File: src/rtl/alu_err_logger.sv
// Scoreboard stage behind the ALU tester's comparator: counts vectors and
// errors over one run, captures the first failing vector, reports pass/fail.
module alu_err_logger #(
    parameter int NUM_VECTORS = 16,
    parameter int CNT_W       = 8
) (
    input  logic             clock,
    input  logic             reset_n,
    input  logic             start,
    input  logic             valid,
    input  logic [7:0]       err_in,
    input  logic [14:0]      result_alu,
    input  logic [14:0]      res_exp,
    output logic             busy,
    output logic             done,
    output logic             pass,
    output logic [CNT_W-1:0] vec_count,
    output logic [CNT_W-1:0] err_count,
    output logic [CNT_W-1:0] first_fail_idx,
    output logic [14:0]      first_fail_got,
    output logic [14:0]      first_fail_exp,
    output logic             sticky_err
);

    typedef enum logic [1:0] {
        S_IDLE = 2'd0,
        S_RUN  = 2'd1,
        S_DONE = 2'd2
    } state_t;

    localparam logic [CNT_W-1:0] LP_LAST = CNT_W'(NUM_VECTORS - 1);
    localparam logic [CNT_W-1:0] LP_MAX  = '1;

    state_t           r_state;
    state_t           w_next;
    logic [CNT_W-1:0] r_vec;
    logic [CNT_W-1:0] r_err;
    logic [CNT_W-1:0] r_ff_idx;
    logic [14:0]      r_ff_got;
    logic [14:0]      r_ff_exp;
    logic             r_sticky;
    logic             r_pass;

    logic             w_start_ok;
    logic             w_accept;
    logic             w_mismatch;
    logic             w_last;
    logic [CNT_W-1:0] w_err_next;

    assign w_start_ok = start && (r_state != S_RUN);
    assign w_accept   = valid && (r_state == S_RUN);
    assign w_mismatch = |err_in;
    assign w_last     = w_accept && (r_vec == LP_LAST);

    // Error counter saturates instead of wrapping.
    assign w_err_next = (w_accept && w_mismatch && (r_err != LP_MAX))
                      ? r_err + 1'b1 : r_err;

    always_ff @(posedge clock) begin
        if (!reset_n) begin
            r_state <= S_IDLE;
        end else begin
            r_state <= w_next;
        end
    end

    always_comb begin
        w_next = r_state;
        unique case (r_state)
            S_IDLE:  if (start) w_next = S_RUN;
            S_RUN:   if (w_last) w_next = S_DONE;
            S_DONE:  if (start) w_next = S_RUN;
            default: w_next = S_IDLE;
        endcase
    end

    always_ff @(posedge clock) begin
        if (!reset_n) begin
            r_vec    <= '0;
            r_err    <= '0;
            r_ff_idx <= '0;
            r_ff_got <= '0;
            r_ff_exp <= '0;
            r_sticky <= 1'b0;
            r_pass   <= 1'b0;
        end else if (w_start_ok) begin
            r_vec    <= '0;
            r_err    <= '0;
            r_ff_idx <= '0;
            r_ff_got <= '0;
            r_ff_exp <= '0;
            r_sticky <= 1'b0;
            r_pass   <= 1'b0;
        end else if (w_accept) begin
            r_vec <= r_vec + 1'b1;
            r_err <= w_err_next;
            if (w_mismatch && !r_sticky) begin
                r_ff_idx <= r_vec;
                r_ff_got <= result_alu;
                r_ff_exp <= res_exp;
                r_sticky <= 1'b1;
            end
            if (w_last) begin
                r_pass <= (w_err_next == '0);
            end
        end
    end

    always_comb begin
        busy = (r_state == S_RUN);
        done = (r_state == S_DONE);
    end

    assign pass           = r_pass;
    assign vec_count      = r_vec;
    assign err_count      = r_err;
    assign first_fail_idx = r_ff_idx;
    assign first_fail_got = r_ff_got;
    assign first_fail_exp = r_ff_exp;
    assign sticky_err     = r_sticky;

endmodule

File: config.mk
export PLATFORM = sky130hd
export DESIGN_NAME = alu_err_logger
export DESIGN_NICKNAME = d
export VERILOG_FILES = /design/src/rtl/alu_err_logger.sv
export SDC_FILE = /design/constraint.sdc
export NUM_CORES = 1
export LEC_CHECK = 0
export ABC_CLOCK_PERIOD_IN_PS = 4400
export BUFFER_PORTS_ARGS = -buffer_cell sky130_fd_sc_hd__buf_2
export CAP_MARGIN = 20
export CORE_MARGIN = 8
export CORE_UTILIZATION = 50
export CTS_CLUSTER_DIAMETER = 30
export DETAILED_ROUTE_END_ITERATION = 16
export PLACE_DENSITY_LB_ADDON = 0.05
export SYNTH_ARGS = -nofsm -noshare
export SYNTH_HDL_FRONTEND = slang
export SYNTH_SLANG_ARGS = --single-unit
File: constraint.sdc
create_clock -name clock -period 4.4 [get_ports clock]
set_clock_uncertainty 0.05 [all_clocks]
set_input_delay 0.22 -clock clock [delete_from_list [all_inputs] [get_ports clock]]
set_output_delay 0.22 -clock clock [all_outputs]
set_load 0.005 [all_outputs]
* After elaboration in Yosys (flattened, before gate mapping)
Cells that the tools add are included.
** Word-level totals
- Bits in registers :: 58
- Input port bits :: 42
- Output and inout bits :: 58
** Operators by class
- Reduce and logical (&&, ||, !) cells :: 15
- Bitwise logic cells :: 1
- Eq/ne operators :: 7
- Muxes and demuxes :: 4
- Add/subtract/negate cells :: 2
** Operators with widths (number)
- adder 8 x 1 -> 8 bit, second input constant :: 2
- == test 8 x 4 -> 1 bit, second input constant :: 1
- zero test 8 bit :: 1
- 2-to-1 mux 8 bit :: 1
- inequality test 8 bit, second input constant :: 1
- OR reduction 8 bit :: 1
- logical AND 1 bit :: 6
- inequality test 2 x 1 -> 1 bit, second input constant :: 3
- AND reduction 2 bit :: 3
- 2-to-1 mux 2 bit :: 2
- one-hot mux 2 bit (2 select lines) :: 1
- OR reduction 2 bit :: 2
- == test 2 x 1 -> 1 bit, second input constant :: 1
- == test 2 bit, second input constant :: 1
- zero test 2 bit :: 1
- zero test 1 bit :: 1
- inverter 1 bit :: 1

* Longest topological paths before layout
- Depth in word-level cells :: 6
- Depth in mapped cells :: 7

* Worst setup path before layout
OpenSTA, ideal clock, no wires.
- Kind :: register -> register
- Start point :: reg r_err[0] (netlist: err_count[0])
- End point :: reg r_pass (netlist: pass)
- Data required time :: 4.281 ns
- Setup slack :: 2.570 ns
- Arrival :: 1.711 ns
- Library setup time :: 0.069 ns
- Buffers on the path :: 0
- Stages on the path, launching flop included :: 6
- Cell sequence :: dfxtp_1 -> ha_1 -> or4b_4 -> a2111oi_4 -> o221ai_1 -> o21ai_1
** On the way
- Cells in the longest elaborated chain, start to end :: 4
- Elaborated cells between the ends (all ways) :: 5
- Those cells by class :: add/sub (1); eq/ne (1); mux (1); reduce/logical (2)
** RTL lines
- from (decl) :: RTL line 37 : logic [CNT_W-1:0] r_err;
- from (signal assigned) :: RTL line 96 : r_err <= w_err_next;
- branches (longest 2 deep; another with adder 8 x 1 -> 8 bit)
- 2-to-1 mux 8 bit * :: RTL line 57 : ? r_err + 1'b1 : r_err;
- zero test 8 bit * :: RTL line 104 : r_pass <= (w_err_next == '0);
- to (signal assigned) :: RTL line 104
- to (decl) :: RTL line 42 : logic r_pass;
Every way passes the cells marked *.
A chain may end at the register's enable or synchronous reset.

* Final worst setup path
- Start point :: reg r_state[0]
- End point :: reg r_pass (netlist: pass)
** On the way
- Cells in the longest elaborated chain, start to end :: 6
- Elaborated cells between the ends (all ways) :: 11
- Those cells by class :: eq/ne (2); mux (1); reduce/logical (8)
** RTL lines
- from (decl) :: RTL line 34 : state_t r_state;
- from (signal assigned) :: RTL line 63 : r_state <= w_next;
- == test 2 x 1 -> 1 bit :: RTL line 51 : assign w_accept = valid && (r_state == S_RUN);
- logical AND 1 bit :: RTL line 51
- logical AND 1 bit (2 in series) :: RTL line 56 : assign w_err_next = (w_accept && w_mismatch && (r_err != LP_MAX))
- 2-to-1 mux 8 bit :: RTL line 57
- zero test 8 bit :: RTL line 104
Several ways; a longest one is shown, not always the timed one.

==> PnR_summary.wiki <==
{| class="wikitable"
! Metric !! Value
|-
| Outcome || complete, no violations
|-
| Clock Path Buffers || 2
|-
| Critical path arrival || 2.30 ns
|-
| Placement Rows || 25
|-
| Clock root buffer || sky130_fd_sc_hd__clkbuf_8
|-
| Gates resized, CTS repair || 0
|-
| Met3 Track Usage GR || 0.0765
|-
| Fraction of met2 tracks used by global routing || 0.247
|-
| Transition time at the pin with the least slew margin || 1.02 ns
|-
| Global routing met1 resource utilization || 0.200
|-
| Total power per unit cell area || 345 nW/um2
|-
| PortBufs || 99
|-
| Cells along the critical path || nand2b_1 > nand2_1 > nand2_2 > or3b_2 > o21ai_1
|-
| Post-Route Utilization || 0.658
|-
| Peak ir drop on the vdd network || 0.185 mV
|-
| Number of ports placed on the die boundary || 100
|-
| Core Footprint || 4600 um2
|-
| Cell family with most CP delay || simple AND/OR/NAND/NOR gates
|-
| Worst max-slew margin expressed relative to the limit || 0.316
|-
| Buf/Inv on CP || 0
|-
| Compound-gate portion of the synthesized area || 0.132
|-
| Critical path's slowest cell || sky130_fd_sc_hd__or3b_2
|-
| Initial antenna violation count || 0
|-
| Average vias per placed instance || roughly 5.0
|-
| Post-CTS setup buffer count || 0
|-
| Number of nets with antenna violations after detailed routing || 0
|-
| Number of warning messages in the yosys log || 0
|-
| Number of vias in the routed layout || between 2000 and 2500
|-
| Pin count of the biggest net entering global routing || 57
|-
| Residual overflow from global routing || 0
|-
| Detailed placement HPWL || 4120 um
|-
| Most used flip-flop cell after synthesis || sky130_fd_sc_hd__dfxtp_1
|-
| Sequential element share of the synthesized area || 0.499
|-
| Final antenna diode count || 0
|-
| Fraction of final layout cells sized beyond drive strength 1 || 0.324
|-
| Synth Net Count || 328
|-
| Setup violations, final || 0
|-
| Width of the die || ~84 um
|-
| Highest attainable clock frequency || 0.477 GHz
|-
| Ratio of final minimum period to clock period || 0.477
|-
| Number of pins with negative max-slew slack in the final report || 0
|-
| Simple-gate portion of the synthesized area || 0.274
|-
| Distinct cell type count after synthesis || 38
|-
| Share of cell area taken by muxes after synthesis || 0.00430
|-
| Post-synth top area share || 0.499
|-
| Setup slack after placement || 2.29 ns
|-
| Die area || 7090 um2
|-
| Final wirelength || 5910 um
|-
| Clock tree from TritonCTS || done
|-
| Leakage power summed over all cells || 1.33 nW
|-
| Leading area contributor after synthesis || sky130_fd_sc_hd__dfxtp_1
|-
| Worst min-delay path category || in -> reg
|-
| Detailed-router iteration count before antenna repair || 4
|-
| Mean Syn Cell Area || 8.19 um2
|-
| Count leader, synth || sky130_fd_sc_hd__nand2_1
|-
| Number of nets in the final layout || 426
|-
| Netlist area before placement || 2330 um2
|-
| DRT iter0 DRCs || around 110
|-
| Total CTS buffers || 9
|-
| Largest stage delay on the critical path || roughly 0.68 ns
|-
| Insertion delay of the later-clocked pin in the worst-skew pair || 0.32 ns
|-
| Main area contributors after synthesis || sky130_fd_sc_hd__dfxtp_1, sky130_fd_sc_hd__nand2_1, sky130_fd_sc_hd__a21oi_1
|-
| Remaining routing DRC violations || 0
|-
| Path type of the worst setup path || reg -> reg
|-
| Post-detailed-route wirelength per cell || 13.4 um
|-
| Xor/xnor cell area share of the yosys netlist || 0.0489
|-
| Crit start category || flip-flop
|-
| FF+latch count, synth || 58
|-
| Fin crit period || 2.10 ns
|-
| # Max-Cap Violations || 0
|-
| Clock-pin slew on the worst setup and hold paths || 0.06 ns
|-
| Worst path setup slack after routing || 2.30 ns
|-
| Maximum fanout along the worst path || 56
|-
| Initial core utilization || 0.506
|-
| Die height || 84.2 um
|-
| Sinks on the clock net || 58
|-
| Number of hold-repair buffers added at the cts stage || 0
|-
| Via count of the first global-routing pass || 2107
|-
| Global route hottest layer || met2
|-
| Area after detailed placement || 2850 um2
|-
| Gp weighted congestion || 0.820
|-
| Final instance area || 3020 um2
|-
| Final hold vios || 0
|-
| Count of mapped cells out of synthesis || 284
|-
| Number of flops mapped to enable cells by yosys || 0
|-
| Worst Hold Slack || roughly 0.080 ns
|-
| Global-route wire length before repair || 9700 um
|-
| Share of flip-flops with an asynchronous set or reset after synthesis || 0
|-
| Total GRT Usage || 0.163
|-
| Unrepaired setup endpoints after global routing || no
|-
| Final TNS setup || 0 ns
|-
| Leading post-synthesis cells by instance count || sky130_fd_sc_hd__nand2_1, sky130_fd_sc_hd__dfxtp_1, sky130_fd_sc_hd__a21oi_1, sky130_fd_sc_hd__nor2_1, sky130_fd_sc_hd__xor2_1
|-
| Required time worst endpoint || 4.60 ns
|-
| H-tree depth || 3
|-
| Dominant combinational cell family by area after synthesis || simple AND/OR/NAND/NOR gates
|-
| Adder and majority gate portion of the synthesized area || 0.0108
|-
| Area grow syn2layout || 29.9%
|-
| CP Capture Type || flip-flop
|}
==> routing by layer <==
| layer | vias up | part of all wire | routed length, um |
|---|---|---|---|
| li1 | 1151 | - | - |
| met1 | 982 | 0.46 | 2700 |
| met2 | 66 | 0.45 | 2660 |
| met3 | 7 | 0.085 | 501 |
| met4 | 0 | 0.0081 | 48 |
| met5 | - | 0 | 0 |
==> worst reg2reg max path: cells and delay by family, from the launching register on <==
kind,cells,cell delay [ns]
DFF,1,0.43
and+or+nand+nor,4,1.48
AOI/OAI and AO/OA,1,0.08
==> logic make-up after synthesis <==
group	after synthesis
fa+ha+maj	2
mux	1
flops	58
xor+xnor	13
compound gates	53
buf+inv	18
simple gates	139
==> sequential cells by signal, summed over array words and instances (netlist names) <==
register,flops
err_count,8
first_fail_exp,15
first_fail_got,15
first_fail_idx,8
pass,1
r_state,2
sticky_err,1
vec_count,8
==> layout by cell type, fill, tap and decap left out, types with 6 or more instances in the layout <==
cell type                  Yosys  layout
sky130_fd_sc_hd__a21oi_1      41      41
sky130_fd_sc_hd__buf_2         4      99
sky130_fd_sc_hd__clkbuf_8      0      11
sky130_fd_sc_hd__dfxtp_1      58      58
sky130_fd_sc_hd__nand2_1      84      83
sky130_fd_sc_hd__nand3_1       6       6
sky130_fd_sc_hd__nor2_1       20      19
sky130_fd_sc_hd__xnor2_1       6       6
sky130_fd_sc_hd__xor2_1        7       7
==> metrics by stage <==
stage | instances | power (W)
2_1_floorplan | 284 | 0.000594
3_3_place_gp | 425 | 0.000630
3_5_place_dp | 425 | 0.000631
4_1_cts | 440 | 0.00106
5_1_grt | 440 | 0.00109
6_report | 440 | 0.00104
==> path summary, 6_finish.rpt <==
kind                                        start                         endpoint  slack [ns]  cells after the start
setup reg to reg          r_state[0]$_SDFFE_PN0P_                pass$_SDFFE_PP0P_        2.30                      5
setup / recovery          r_state[0]$_SDFFE_PN0P_                pass$_SDFFE_PP0P_        2.30                      5
hold / removal                      result_alu[8]   first_fail_got[8]$_SDFFE_PP0P_        0.08                      3
hold reg to reg   first_fail_got[10]$_SDFFE_PP0P_  first_fail_got[10]$_SDFFE_PP0P_        0.40                      2
==> cell type report <==
cell class              count  area, um2
flip-flops and latches     58       1160
fillers                   428       1570
inverters                   4       15.0
well taps                  54       67.6
repair buffers            101        510
clock inverters             2       12.5
clock buffers              13        159
multi-input cells         208       1100
==> report_power, final <==
group          internal, W  switching, W
sequential        0.000534    0.00000654
clock             0.000231      0.000195
combinational    0.0000317     0.0000461
total             0.000797      0.000248
(Power assumes the default switching activity.)
